$ cat config.mk
export PLATFORM = sky130hd
export DESIGN_NAME = alu_cmd_sequencer
export DESIGN_NICKNAME = d
export VERILOG_FILES = /design/src/rtl/alu_cmd_sequencer.sv
export SDC_FILE = /design/constraint.sdc
export NUM_CORES = 1
export LEC_CHECK = 0
export ABC_AREA = 1
export BUFFER_PORTS_ARGS = -buffer_cell sky130_fd_sc_hd__buf_2
export CORE_MARGIN = 5
export CORE_UTILIZATION = 57
export DETAILED_ROUTE_END_ITERATION = 10
export GPL_TIMING_DRIVEN = 0
export PLACE_DENSITY = 0.85
export RECOVER_POWER = 50
export SYNTH_ARGS = -nofsm -noshare
export SYNTH_HDL_FRONTEND = slang
export SYNTH_SLANG_ARGS = --single-unit
$ cat constraint.sdc
create_clock -name clk -period 3.3 [get_ports clk]
set_clock_uncertainty 0.05 [all_clocks]
set_input_delay 0.495 -clock clk [delete_from_list [all_inputs] [get_ports clk]]
set_output_delay 0.495 -clock clk [all_outputs]
set_load 0.02 [all_outputs]
$ cat src/rtl/alu_cmd_sequencer.sv
// alu_cmd_sequencer: initiator side of the ALU operand/function bus.
// Commands enter a small FIFO and are issued one at a time. Each ALU result is
// captured together with its class flags and returned on a valid/ready port.
// Optional feature: define ALU_SEQ_FLAGCHK_EN to compare the captured flags
// against the one-hot class implied by the function code and report the result
// on rsp_err. Without the macro, rsp_err is tied low and no check logic exists.
module alu_cmd_sequencer #(
    parameter int DATA_W  = 16,
    parameter int FUN_W   = 4,
    parameter int DEPTH   = 4,
    parameter int ALU_LAT = 0
) (
    input  logic              clk,
    input  logic              rst_n,
    input  logic              cmd_valid,
    output logic              cmd_ready,
    input  logic [DATA_W-1:0] cmd_a,
    input  logic [DATA_W-1:0] cmd_b,
    input  logic [FUN_W-1:0]  cmd_fun,
    output logic [DATA_W-1:0] alu_a,
    output logic [DATA_W-1:0] alu_b,
    output logic [FUN_W-1:0]  alu_fun,
    input  logic [DATA_W-1:0] alu_out,
    input  logic [3:0]        alu_flags,
    output logic              rsp_valid,
    input  logic              rsp_ready,
    output logic [DATA_W-1:0] rsp_data,
    output logic [3:0]        rsp_flags,
    output logic              rsp_err,
    output logic              busy
);

    localparam int PTR_W = $clog2(DEPTH);
    localparam int CNT_W = (ALU_LAT > 1) ? $clog2(ALU_LAT) : 1;

    typedef enum logic [1:0] {IDLE, ISSUE, WAIT, HOLD} state_t;

    typedef struct packed {
        logic [DATA_W-1:0] a;
        logic [DATA_W-1:0] b;
        logic [FUN_W-1:0]  fun;
    } cmd_t;

    cmd_t             mem [DEPTH];
    logic [PTR_W-1:0] wr_ptr;
    logic [PTR_W-1:0] rd_ptr;
    logic [PTR_W:0]   count;
    logic             fifo_empty;
    logic             push;
    logic             pop;
    logic             capture;
    logic             load_cnt;
    logic [CNT_W-1:0] wait_cnt;
    state_t           state;
    state_t           state_nxt;

    // Full exactly when the MSB of the count is set (DEPTH is a power of 2),
    // so readiness depends only on registered state, never on a same-cycle pop.
    assign cmd_ready  = ~count[PTR_W];
    assign fifo_empty = (count == '0);
    assign push       = cmd_valid & cmd_ready;
    assign busy       = ~fifo_empty | (state != IDLE);

    // Command storage: written on push, read at the head on pop.
    // NOTE: storage has no reset; an entry is only ever read after it has been written.
    always_ff @(posedge clk) begin
        if (push) begin
            mem[wr_ptr] <= '{a: cmd_a, b: cmd_b, fun: cmd_fun};
        end
    end

    // FIFO pointers wrap naturally at DEPTH; count tracks occupancy.
    // NOTE: sequential state uses non-blocking assignments so every flop samples pre-edge values.
    always_ff @(posedge clk or negedge rst_n) begin
        if (!rst_n) begin
            wr_ptr <= '0;
            rd_ptr <= '0;
            count  <= '0;
        end else begin
            if (push) wr_ptr <= wr_ptr + 1'b1;
            if (pop)  rd_ptr <= rd_ptr + 1'b1;
            case ({push, pop})
                2'b10:   count <= count + 1'b1;
                2'b01:   count <= count - 1'b1;
                default: count <= count;
            endcase
        end
    end

    // FSM state register.
    always_ff @(posedge clk or negedge rst_n) begin
        if (!rst_n) state <= IDLE;
        else        state <= state_nxt;
    end

    // FSM next-state logic.
    always_comb begin
        // NOTE: default assignment first so no path leaves state_nxt unassigned (no latch).
        state_nxt = state;
        case (state)
            IDLE:    if (!fifo_empty) state_nxt = ISSUE;
            ISSUE:   state_nxt = (ALU_LAT == 0) ? HOLD : WAIT;
            WAIT:    if (wait_cnt == '0) state_nxt = HOLD;
            HOLD:    if (rsp_ready) state_nxt = IDLE;
            default: state_nxt = IDLE;
        endcase
    end

    // FSM outputs: pop/capture strobes and the response valid.
    always_comb begin
        pop       = (state == IDLE) && !fifo_empty;
        capture   = ((state == ISSUE) && (ALU_LAT == 0)) ||
                    ((state == WAIT) && (wait_cnt == '0));
        load_cnt  = (state == ISSUE) && (ALU_LAT != 0);
        rsp_valid = (state == HOLD);
    end

    // Wait counter covers the ALU pipeline latency.
    always_ff @(posedge clk or negedge rst_n) begin
        if (!rst_n) begin
            wait_cnt <= '0;
        end else if (load_cnt) begin
            wait_cnt <= CNT_W'(ALU_LAT - 1);
        end else if ((state == WAIT) && (wait_cnt != '0)) begin
            wait_cnt <= wait_cnt - 1'b1;
        end
    end

    // Operand bus is loaded only when a command is popped and held otherwise.
    always_ff @(posedge clk or negedge rst_n) begin
        if (!rst_n) begin
            alu_a   <= '0;
            alu_b   <= '0;
            alu_fun <= '0;
        end else if (pop) begin
            alu_a   <= mem[rd_ptr].a;
            alu_b   <= mem[rd_ptr].b;
            alu_fun <= mem[rd_ptr].fun;
        end
    end

    // Response registers capture the ALU result and stay stable through HOLD.
    always_ff @(posedge clk or negedge rst_n) begin
        if (!rst_n) begin
            rsp_data  <= '0;
            rsp_flags <= '0;
        end else if (capture) begin
            rsp_data  <= alu_out;
            rsp_flags <= alu_flags;
        end
    end

`ifdef ALU_SEQ_FLAGCHK_EN
    // One-hot class expected for a function code; the all-ones code expects no flag.
    function automatic logic [3:0] expected_flags(input logic [FUN_W-1:0] fun);
        if (fun[3:0] == 4'b1111) return 4'b0000;
        return 4'b0001 << fun[3:2];
    endfunction

    // Flag-check error is registered alongside the captured result.
    always_ff @(posedge clk or negedge rst_n) begin
        if (!rst_n)       rsp_err <= 1'b0;
        else if (capture) rsp_err <= (alu_flags != expected_flags(alu_fun));
    end
`else
    assign rsp_err = 1'b0;
`endif

endmodule

Word level (Yosys, flattened, before mapping):

Memories as Yosys holds them, arrays and structs flattened. A register that Yosys moved wholly into a read port is not among the register bits.
Index checks and enable logic that the tools add are counted.

* register bits: 30
* memory bits (writable): 144
* input bits: 60
* word-level logic and storage cells: 44
* memories kept: 1

* add/sub/neg operators: 5
* eq/ne operators: 8
* mux-type cells: 7
* bitwise gates (word level): 5
* reductions and logical operators: 11

Memory list
* mem: depth 4, width 36, read ports 1, clocked after Yosys merged registers in 1, write ports 1, line 44 `cmd_t mem [DEPTH];`

Operator list (count)
* case mux 2 bit (4 select lines): 1
* equality test 2 bit, second input constant: 3
* two-way mux 2 bit: 3
* case mux 3 bit (2 select lines): 1
* adder 2 x 1 -> 2 bit, second input constant: 2
* equality test 2 x 1 -> 1 bit, second input constant: 2
* inequality test 2 bit, second input constant: 2
* nonzero test 2 bit: 2
* adder 3 x 1 -> 3 bit, second input constant: 1
* logical AND 1 bit: 3
* zero test 3 bit: 1
* NOT 1 bit: 3
* AND reduction 3 bit: 1
* subtractor 3 x 1 -> 3 bit, second input constant: 1
* zero test 1 bit: 2
* zero test 2 bit: 1
* two-way mux 1 bit: 2
* inequality test 2 x 1 -> 1 bit, second input constant: 1
* bitwise AND 1 bit: 1
* logical OR 1 bit: 1
* OR 1 bit: 1
* subtractor 1 bit, second input constant: 1

Longest topological paths before layout:

* depth in word-level cells: 5
* mapped depth: 12
* depth with buffers taken out: 11

Worst setup path after synthesis:

OpenSTA, ideal clock, no wires.

* kind: register -> register
* start point: register count[2]
* end point: memory mem[0][0] (netlist name) (enable)
* library setup time: 429 ps
* arrival: 2328 ps
* required time: 2821 ps
* setup slack: 492 ps
* cell stages (with the launch flop): 4
* path buffers: 0
* cell sequence: dfrtp_1 -> inv_1 -> nand2_1 -> nor2_1

* cells in the longest elaborated chain, start to end: 4

Ends and longest elaborated chain
* start: declaration: line 47 `logic [PTR_W:0] count;`
* start signal: assignment: line 83 `2'b10: count <= count + 1'b1;`
* start signal: assignment: line 84 `2'b01: count <= count - 1'b1;`
* start signal: assignment: line 85 `default: count <= count;`
* NOT 1 bit: line 59 `assign cmd_ready = ~count[PTR_W];`
* via cmd_ready: line 16 `output logic cmd_ready,`
* bitwise AND 1 bit: line 61 `assign push = cmd_valid & cmd_ready;`
* two-way mux 1 bit: line 67 `if (push) begin`
* two-way mux 1 bit (implied by the code): line 68 `mem[wr_ptr] <= '{a: cmd_a, b: cmd_b, fun: cmd_fun};`
* end: declaration: line 44

The timed path passes the listed nets, and every way through them passes these cells.

Worst setup path after layout:

* start point: register state[1]
* end point: register count[2]

* cells in the longest elaborated chain, start to end: 4
* elaborated cells on any way between the ends: 6
* classes of those cells: eq/ne (2); mux (1); reduce/logical (3)

Ends and longest elaborated chain
* start: declaration: line 54 `state_t state;`
* start signal: assignment: line 93 `else state <= state_nxt;`
* zero test 2 bit (*): line 111 `pop = (state == IDLE) && !fifo_empty;`
* logical AND 1 bit (*): line 111
* via pop: line 50 `logic pop;`
* equality test 2 x 1 -> 1 bit or equality test 2 bit (tied branches): line 82 `case ({push, pop})`
* case mux 3 bit (2 select lines) or nonzero test 2 bit (tied branches)

The timed path passes the listed nets; every way through them passes the cells marked *.
A chain may end at the register's enable or synchronous reset.

==> metrics.json <==
{
  "sta": {
    "final.period_utilization_pct": 73.5,
    "post-route-min-period_ps": 2430,
    "grt_setup_unrepaired": "false",
    "hold_viol": 0,
    "timing_max_transition_violations_final": 67,
    "worst-slew-pin-transition_ps": 1690,
    "setup_total_negative_slack_ps": 0,
    "fin_hold_ws_ps": 169,
    "timing.slew.headroom_pct": -12.6,
    "achievable-frequency_mhz": 412,
    "timing.final.setup_violations": 0
  },
  "layout": {
    "fillers": 1081,
    "final_layout_size_suffix_gt1_share_pct": 15.1,
    "nets": 1093,
    "postLayoutCellArea_mm2": 0.0105,
    "layout.cells.most_common_list": "342 x nand2_1, 162 x inv_1, 144 x edfxtp_1",
    "antenna-diode-count": 0,
    "synthToLayoutAreaGrowth_pct": 17.9,
    "share_of_the_core_filled_with_cells_in_the_final_layout_pct": 68.6,
    "layout_commonest_cell": "nand2_1"
  },
  "power": {
    "vdd_ir_drop_max_mv": 0.463,
    "leakage_nw": 5.13,
    "clock_power_share_pct": 24.0,
    "comb_power_share_pct": 37.7,
    "p_seq_share_pct": 38.3,
    "internal-power_mw": 6.16,
    "p_sw_mw": 3.70,
    "net_sw_share_pct": 37.5,
    "power.density_cell_area_mw_per_mm2": 941,
    "sum_of_internal_switching_and_leakage_power_mw": 9.85
  },
  "die": {
    "die_x_um": 135,
    "pin_count": 120,
    "die_area_mm2": 0.0182,
    "start_util_pct": 58.2,
    "floorplan.core_area_mm2": 0.0153,
    "die_height_um": 135,
    "rows": 45
  },
  "yosys": {
    "synth_top_cell_area_share_pct": 48.7,
    "seq_area_frac_synth_pct": 67.3,
    "syn-cell-area_mm2": 0.00888,
    "post-synth-top-area-cell": "edfxtp_1",
    "netlist_instances": 878,
    "synth.avg_cell_area_um2": 10.1,
    "postSynthRegisterBits": 210,
    "synthesis.yosys.warnings": 0,
    "netlist_top_cells_area": "edfxtp_1 49%, dfrtp_1 19%, nand2_1 14%",
    "synth_cell_types": 26,
    "synthesized_nets": 949
  },
  "clocking": {
    "number_of_buffers_added_by_the_clock_tree_synthesis_step": 20,
    "clock-root-buffer": "clkbuf_16",
    "tritoncts_sink_count": 210,
    "worst_skew_pair.late_latency_ps": 480,
    "cts-hold-fix-buffers": 0,
    "post_cts_resize_count": 0,
    "clkSlewWorstSetupHoldPaths_ps": 60,
    "post-cts-setup-buffers": 0,
    "cts_tree": "done",
    "cts.path.max_buffers": 3,
    "clock_tree.htree_level_count": 1
  },
  "worst_setup_path": {
    "timing.critical_path.from_type": "flip-flop",
    "endpoint_kind": "flip-flop",
    "critical_path_class": "flip-flop to flip-flop",
    "highest_delay_cell_along_the_critical_path": "dfrtp_1",
    "reg2reg_to": "count[2]",
    "cp_max_fo": 10,
    "cp_data_required_time_ps": 3620,
    "rrSetupSlack_ps": 870,
    "ff2ff_path_depth": 11,
    "critPathLaunch": "state[1]",
    "cp_data_arrival_time_ps": 2740,
    "timing.critical_path.cells": "inv_1 -> ha_1 -> nand2_1 -> inv_4 -> buf_4 -> ha_1 -> inv_1 -> fa_1 -> nand2_1 -> nand3_1 -> xor2_1",
    "delay_of_the_slowest_cell_on_the_worst_path_ps": 440,
    "crit-reg2reg-launch": "state[1]"
  },
  "place": {
    "placedInstanceArea_mm2": 0.00985,
    "port_buffers": 118,
    "globalplace.congestion": 0.762,
    "hpwlAfterDp_mm": 12.0
  },
  "route": {
    "wl_mm": 18.8,
    "detail_route.wl_per_cell_um": 15.1,
    "drt.antenna.violating_nets": 0,
    "route.detailed.drc": 0,
    "firstDrtPassIters": 4,
    "viasPerCell": 4.89,
    "detail_route.iter0.violations": 454,
    "dr_total_vias": 6102
  },
  "outcome": {
    "run_status": "complete, but fails checks",
    "failed_checks": "max-capacitance violations, max-slew violations"
  },
  "hold_path": {
    "min_from": "alu_out[14]",
    "worstHoldEndpoint": "rsp_data[14]",
    "worst_hold_path_type": "input port to flip-flop",
    "hold_path_cell_cnt": 3
  },
  "grt": {
    "gr-total-overflow": 0,
    "gr-usage-all-layers_pct": 20.8,
    "grt_max_degree": 67,
    "grt_antenna_before_repair": 1,
    "grt_pass1_vias": 6086,
    "first_pass_grt_wire_length_mm": 29.8
  },
  "run": {
    "drv_cap": 1
  }
}
cell families after synthesis:
family          Yosys count  share of synthesized area, %
compound gates            4                         0.254
xor+xnor                  5                         0.493
fa+ha+maj                11                          1.64
buf+inv                 201                          9.90
flops                   210                          67.3
other cells               1                        0.0422
simple gates            446                          20.4
Yosys cell counts (all sizes together):
cell type / n
nand2: 343
inv: 165
edfxtp: 144
nand3: 96
dfrtp: 66
buf: 34
ha: 10
nor2: 7
xor2: 3
clkbuf: 2
o21ai: 2
xnor2: 2
a21oi: 1
conb: 1
fa: 1
o21a: 1
per-layer routing:
metal	share of wire, %	vias up	GRT usage (%)
met5	0.059	-	0
met4	2.1	2	6.79
met3	7.7	39	3.91
met2	49	221	36.7
met1	41	2844	26.2
li1	-	2996	-
worst max path at each step:
stage          depth (start not counted)  slack [ps]    endpoint
2_1_floorplan                          3         490   mem[0][0]
3_3_place_gp                           3        -700  mem[2][31]
3_5_place_dp                          11         960    count[2]
4_1_cts                               11         950    count[2]
5_1_grt                               11         730    count[2]
6_report                              11         870    count[2]
worst max-delay path, delay by kind of cell (launching register included):
family | cells | cell delay (ps)
and+or+nand+nor | 3 | 350
adders and majority gates | 3 | 740
DFF | 1 | 440
buffers and inverters | 4 | 580
xor gates and xnor gates | 1 | 140
cell type report:
class                      count  area [µm²]  share of cell area (%)
inverter                     165         622                    5.94
multi-input combinational    467        2040                    19.5
clock buffer                  26         564                    5.39
sequential                   210        5980                    57.1
timing repair buffer         122         633                    6.05
buffer                        36         230                    2.20
tap                          211         264                    2.52
clock inverter                10         131                    1.26
power groups by stage:
| stage | logic (mW) | clock network (mW) | registers, mW |
|---|---|---|---|
| after floorplan | 2.12 | 0 | 4.23 |
| after global routing | 4.15 | 2.53 | 3.84 |
| after global placement | 3.56 | 0 | 3.82 |
| after detailed placement | 3.74 | 0 | 3.82 |
| final | 3.71 | 2.36 | 3.77 |
| after CTS | 3.79 | 2.39 | 3.77 |
sequential cells by signal, summed over array words and instances (netlist names):
signal	cells
rsp_data	16
alu_a	16
rd_ptr	2
state	2
alu_b	16
mem	144
rsp_flags	4
alu_fun	4
wait_cnt	1
count	3
wr_ptr	2
metrics by stage:
stage	setup slack, ps	instances
6_report	873	1247
5_1_grt	733	1247
3_5_place_dp	960	1211
4_1_cts	953	1247
2_1_floorplan	492	878
3_3_place_gp	-697	1207
Power figures use the tool's default switching activity.
